### src/rtl/input_port_fifo_if.sv
// Bus between the external producer/CPU and the input-port FIFO.
// master drives data, strobe and CPU controls; slave (the FIFO) returns word and status.
interface input_port_fifo_if #(
    parameter int WIDTH = 16,
    parameter int DEPTH = 4
);
    localparam int CW = $clog2(DEPTH) + 1;

    logic [WIDTH-1:0] dataIn;
    logic             strobeIn;
    logic             readEnable;
    logic             clearOverflow;
    logic [WIDTH-1:0] dataOut;
    logic             dataValid;
    logic             full;
    logic [CW-1:0]    count;
    logic             overflow;

    modport master (
        output dataIn, strobeIn, readEnable, clearOverflow,
        input  dataOut, dataValid, full, count, overflow
    );

    modport slave (
        input  dataIn, strobeIn, readEnable, clearOverflow,
        output dataOut, dataValid, full, count, overflow
    );
endinterface

### src/rtl/input_port_fifo.sv
// Synchronizes an async write strobe and queues captured words for CPU reads; capture lands 2 edges
// after the strobe is first sampled, reads pop in one cycle. No backpressure: a push into a full FIFO is dropped and flagged.
module input_port_fifo #(
    parameter int WIDTH = 16,
    parameter int DEPTH = 4,
    localparam int CW = $clog2(DEPTH) + 1
) (
    input logic              clk,
    input logic              reset,
    input_port_fifo_if.slave bus
);
    localparam int PW = $clog2(DEPTH);
    localparam logic [CW-1:0] FULL_COUNT = CW'(DEPTH);

    logic [WIDTH-1:0] mem [DEPTH];
    logic [PW-1:0]    wp;
    logic [PW-1:0]    rp;
    logic [CW-1:0]    cnt;
    logic             overflowFlag;
    logic             s1;
    logic             s2;
    logic             s2d;
    logic             rise;
    logic             pop;
    logic             push;
    logic             drop;

    // Chain resets high so a strobe already asserted at release is not seen as an edge.
    assign rise = s2 & ~s2d;
    assign pop  = bus.readEnable && (cnt != '0);
    assign push = rise && ((cnt != FULL_COUNT) || pop);
    assign drop = rise && (cnt == FULL_COUNT) && !pop;

    always_ff @(posedge clk or negedge reset) begin
        if (!reset) begin
            s1           <= 1'b1;
            s2           <= 1'b1;
            s2d          <= 1'b1;
            wp           <= '0;
            rp           <= '0;
            cnt          <= '0;
            overflowFlag <= 1'b0;
        end else begin
            s1  <= bus.strobeIn;
            s2  <= s1;
            s2d <= s2;
            if (push) wp <= wp + 1'b1;
            if (pop)  rp <= rp + 1'b1;
            case ({push, pop})
                2'b10:   cnt <= cnt + 1'b1;
                2'b01:   cnt <= cnt - 1'b1;
                default: cnt <= cnt;
            endcase
            // A drop in the same cycle as a clear must leave the flag set.
            if (drop)
                overflowFlag <= 1'b1;
            else if (bus.clearOverflow)
                overflowFlag <= 1'b0;
        end
    end

    always_ff @(posedge clk) begin
        if (push) mem[wp] <= bus.dataIn;
    end

    assign bus.dataValid = (cnt != '0);
    assign bus.full      = (cnt == FULL_COUNT);
    assign bus.count     = cnt;
    assign bus.overflow  = overflowFlag;
    assign bus.dataOut   = bus.dataValid ? mem[rp] : '0;
endmodule
### src/flat_wrapper.sv
// flat-port wrapper written by rule: the top's interface ports become plain ports
module input_port_fifo_flat 
#(
    parameter int WIDTH = 16,
    parameter int DEPTH = 4,
    localparam int CW = $clog2(DEPTH) + 1
)
  (clk, reset, bus_dataIn, bus_strobeIn, bus_readEnable, bus_clearOverflow, bus_dataOut, bus_dataValid, bus_full, bus_count, bus_overflow);
  input_port_fifo_if #(.WIDTH(WIDTH), .DEPTH(DEPTH)) bus_i ();
  input logic clk;
  input logic reset;
  input wire logic [$bits(bus_i.dataIn)-1:0] bus_dataIn;
  input wire logic [$bits(bus_i.strobeIn)-1:0] bus_strobeIn;
  input wire logic [$bits(bus_i.readEnable)-1:0] bus_readEnable;
  input wire logic [$bits(bus_i.clearOverflow)-1:0] bus_clearOverflow;
  output wire logic [$bits(bus_i.dataOut)-1:0] bus_dataOut;
  output wire logic [$bits(bus_i.dataValid)-1:0] bus_dataValid;
  output wire logic [$bits(bus_i.full)-1:0] bus_full;
  output wire logic [$bits(bus_i.count)-1:0] bus_count;
  output wire logic [$bits(bus_i.overflow)-1:0] bus_overflow;
  assign bus_i.dataIn = bus_dataIn;
  assign bus_i.strobeIn = bus_strobeIn;
  assign bus_i.readEnable = bus_readEnable;
  assign bus_i.clearOverflow = bus_clearOverflow;
  assign bus_dataOut = bus_i.dataOut;
  assign bus_dataValid = bus_i.dataValid;
  assign bus_full = bus_i.full;
  assign bus_count = bus_i.count;
  assign bus_overflow = bus_i.overflow;
  input_port_fifo #(.WIDTH(WIDTH), .DEPTH(DEPTH)) u_core (.clk(clk), .reset(reset), .bus(bus_i));
endmodule
### config.mk
export PLATFORM = sky130hd
export DESIGN_NAME = input_port_fifo_flat
export DESIGN_NICKNAME = d
export VERILOG_FILES = /design/src/rtl/input_port_fifo_if.sv /design/src/rtl/input_port_fifo.sv /design/src/flat_wrapper.sv
export SDC_FILE = /design/constraint.sdc
export NUM_CORES = 1
export LEC_CHECK = 0
export ABC_AREA = 1
export BUFFER_PORTS_ARGS = -buffer_cell sky130_fd_sc_hd__buf_4
export CORE_UTILIZATION = 55
export CTS_CLUSTER_DIAMETER = 80
export DETAILED_ROUTE_END_ITERATION = 6
export PLACE_DENSITY = 0.76
export SLEW_MARGIN = 0
export SYNTH_ARGS = -nofsm -noshare
export SYNTH_HDL_FRONTEND = slang
export SYNTH_SLANG_ARGS = --single-unit
export TNS_END_PERCENT = 1
### constraint.sdc
create_clock -name clk -period 2.2 [get_ports clk]
set_input_delay 0.11 -clock clk [delete_from_list [all_inputs] [get_ports clk]]
set_output_delay 0.11 -clock clk [all_outputs]
set_load 0.005 [all_outputs]
==> impl_metrics.json <==
{
  "grt_use_met1": 0.265,
  "synth_top_area_frac": 0.570,
  "skew_ns": 0.00894,
  "grtUsageMet2": 0.356,
  "drt-vias-per-instance": 4.69,
  "crit_type": "flip-flop to output port",
  "htree_levels": 3,
  "syn_area_um2": 3370,
  "ys_seq_area_frac": 0.652,
  "place_inst": 438,
  "io_buffers": 42,
  "routed_wl_mm": 6.02,
  "grtUsageTotal": 0.211,
  "fp.dieH_um": 80.3,
  "setup_slack_ns": 0.270,
  "worstPathCellList": "buf_4 > nand2_1 > nand3_1 > a21oi_2 > buf_4",
  "dieArea_um2": 6450,
  "rsz0062_at_grt": "no",
  "wire_per_inst_um": 12.7,
  "busiest_layer": "met2",
  "slew_viol_final": 0,
  "grt-ovfl-total": 0,
  "p_leak_nw": 1.91,
  "power.density_nw_per_um2": 1110,
  "crit_buf_inv": 2,
  "antenna_left": 0,
  "final-hold-violation-count": 0,
  "start_kind": "flip-flop",
  "synth_cell_types": 23,
  "fin_nets": 419,
  "netSwitchingFraction": 0.353,
  "row_count": 28,
  "postSynthNetCount": 349,
  "num_io_pins": 43,
  "dp_slack_ns": 0.312,
  "holdWs_ns": 0.0142,
  "antenna_found_initial": 0,
  "area_growth_pct": 22.2,
  "multi_input_area_um2": 762,
  "combPwrFrac": 0.390,
  "root_buffer": "clkbuf_8",
  "pwr-share-seq": 0.407,
  "initial_utilization": 0.570,
  "insertedDiodeCount": 0,
  "fill_cells": 435,
  "ys_ff_latch": 75,
  "grt_max_degree": 34,
  "clk_latency_ns": 0.34,
  "drt-initial-drc-count": 150,
  "fin_crit_sh": 0.877,
  "cts_buffers": 9,
  "syn_inst": 322,
  "vdd_drop_max_v": 0.000767,
  "cpMostUsedCell": "buf_4",
  "crit_family": "flip-flops",
  "setup_violations": 0,
  "gp_congestion": 0.859,
  "worst-slew-pin-transition_ns": 0.471,
  "synth_area_leaders": "edfxtp_1, inv_1, nand2_1",
  "fmax_mhz": 518,
  "fp.coreArea_um2": 5920,
  "post_cts_resized": 0,
  "die_w_um": 80.3,
  "first_pass_iters": 4,
  "worstPathArrival_ns": 1.82,
  "yosysTopAreaCell": "edfxtp_1",
  "cts_buffer_depth": 2,
  "path_max_fanout": 24,
  "grt_pass1_wl_mm": 9.65,
  "vias": 2216,
  "hpwl_mm": 3.89,
  "register_area_um2": 2200,
  "grt_pass1_vias": 2103,
  "layout.cells.non_filler": 472,
  "drc": 0,
  "fin_setup_tns_ns": 0,
  "intPower_w": 0.00297,
  "critPathMaxStageDelay_ns": 0.64,
  "yosys_warnings": 0,
  "maxCapViolCount": 0,
  "cts_tree": "done",
  "cts_setup_buffers": 0,
  "drive_above_1_share": 0.217,
  "outcome": "finished clean",
  "clkSinkCount": 75,
  "clk_pin_slew_ns": 0.07,
  "slowest_stage": "dfrtp_1",
  "end_kind": "output port",
  "clkPwrFrac": 0.203,
  "hp-class": "input port to flip-flop",
  "final_cell_mix": "inv_1, nand2_1, edfxtp_1, buf_4, nand3_1",
  "met3_usage": 0.0341,
  "worstPathRequired_ns": 2.09,
  "slew_headroom": 0.686,
  "p_sw_w": 0.00162,
  "fin_crit_ns": 1.93,
  "postSynthAreaPerCell_um2": 10.5,
  "p_total_w": 0.00459
}
==> sequential cells by signal, summed over array words and instances, names as in the netlist <==
name                 count
u_core.mem              64
u_core.s2                1
u_core.wp                2
u_core.rp                2
u_core.bus.overflow      1
u_core.s1                1
u_core.bus.count         3
u_core.s2d               1
==> final cells by class <==
type | instances | share of cell area
Inverter | 83 | 0.0765
Sequential cell | 75 | 0.534
Timing Repair Buffer | 70 | 0.138
Multi-Input combinational cell | 153 | 0.185
Clock inverter | 5 | 0.00941
Tap cell | 75 | 0.0228
Clock buffer | 11 | 0.0343
==> cell usage after synthesis (all sizes together) <==
cell type,instances
a21oi,16
buf,11
clkinv,1
dfrtp,8
dfstp,3
edfxtp,64
fa,1
ha,5
inv,82
nand2,82
nand3,37
nand4,1
nor2,6
nor3,1
o21ai,2
xnor2,2
==> cells by family after synthesis <==
kind of cell / count (synthesis) / synth area share
buf+inv: 94 / 0.122
simple gates: 127 / 0.158
xor+xnor: 2 / 0.00519
compound gates: 18 / 0.0378
flops: 75 / 0.652
fa+ha+maj: 6 / 0.0245
==> worst min-delay path: cells and delay by family <==
kind,cells,cell delay [ns]
AND/OR/NAND/NOR,2,0.09
buffers and inverters,2,0.11
==> through the flow <==
stage,utilization,instance area (µm²)
global placement,0.635,3760
CTS,0.696,4120
floorplan,-,3370
detailed placement,0.635,3760
finish,0.696,4120
global route,0.696,4120
==> path summary, 6_finish.rpt <==
path	from	cells past startpoint	slack, ns	end
min	bus_clearOverflow	4	0.01	u_core.bus.overflow
min in group asynchronous	reset	2	0.14	u_core.bus.count[0]
min reg2reg	u_core.s1	0	0.36	u_core.s2
max	u_core.rp[0]	5	0.27	bus_dataOut[12]
max reg2reg	u_core.bus.count[0]	10	0.30	u_core.bus.count[2]
max in group asynchronous	reset	2	1.84	u_core.s2d
==> what timing repair did <==
action                                  CTS  global route
hold endpoints to repair                 76             0
endpoints found under the setup margin    0             0
hold buffers                             18             0
==> metal layers <==
| metal | routed length [µm] | vias up |
|---|---|---|
| met5 | 0 | - |
| met4 | 120 | 0 |
| met3 | 148 | 10 |
| met2 | 2980 | 32 |
| met1 | 2760 | 1031 |
| li1 | - | 1143 |
==> power by group through the flow <==
stage	logic (W)	registers (W)	clock network [W]
2_1_floorplan	0.00121	0.00183	0
3_3_place_gp	0.00175	0.00189	0
3_5_place_dp	0.00178	0.00190	0
4_1_cts	0.00181	0.00187	0.000948
5_1_grt	0.00201	0.00189	0.00102
6_report	0.00179	0.00187	0.000931
Note: power is estimated with default switching activity, not from simulation.
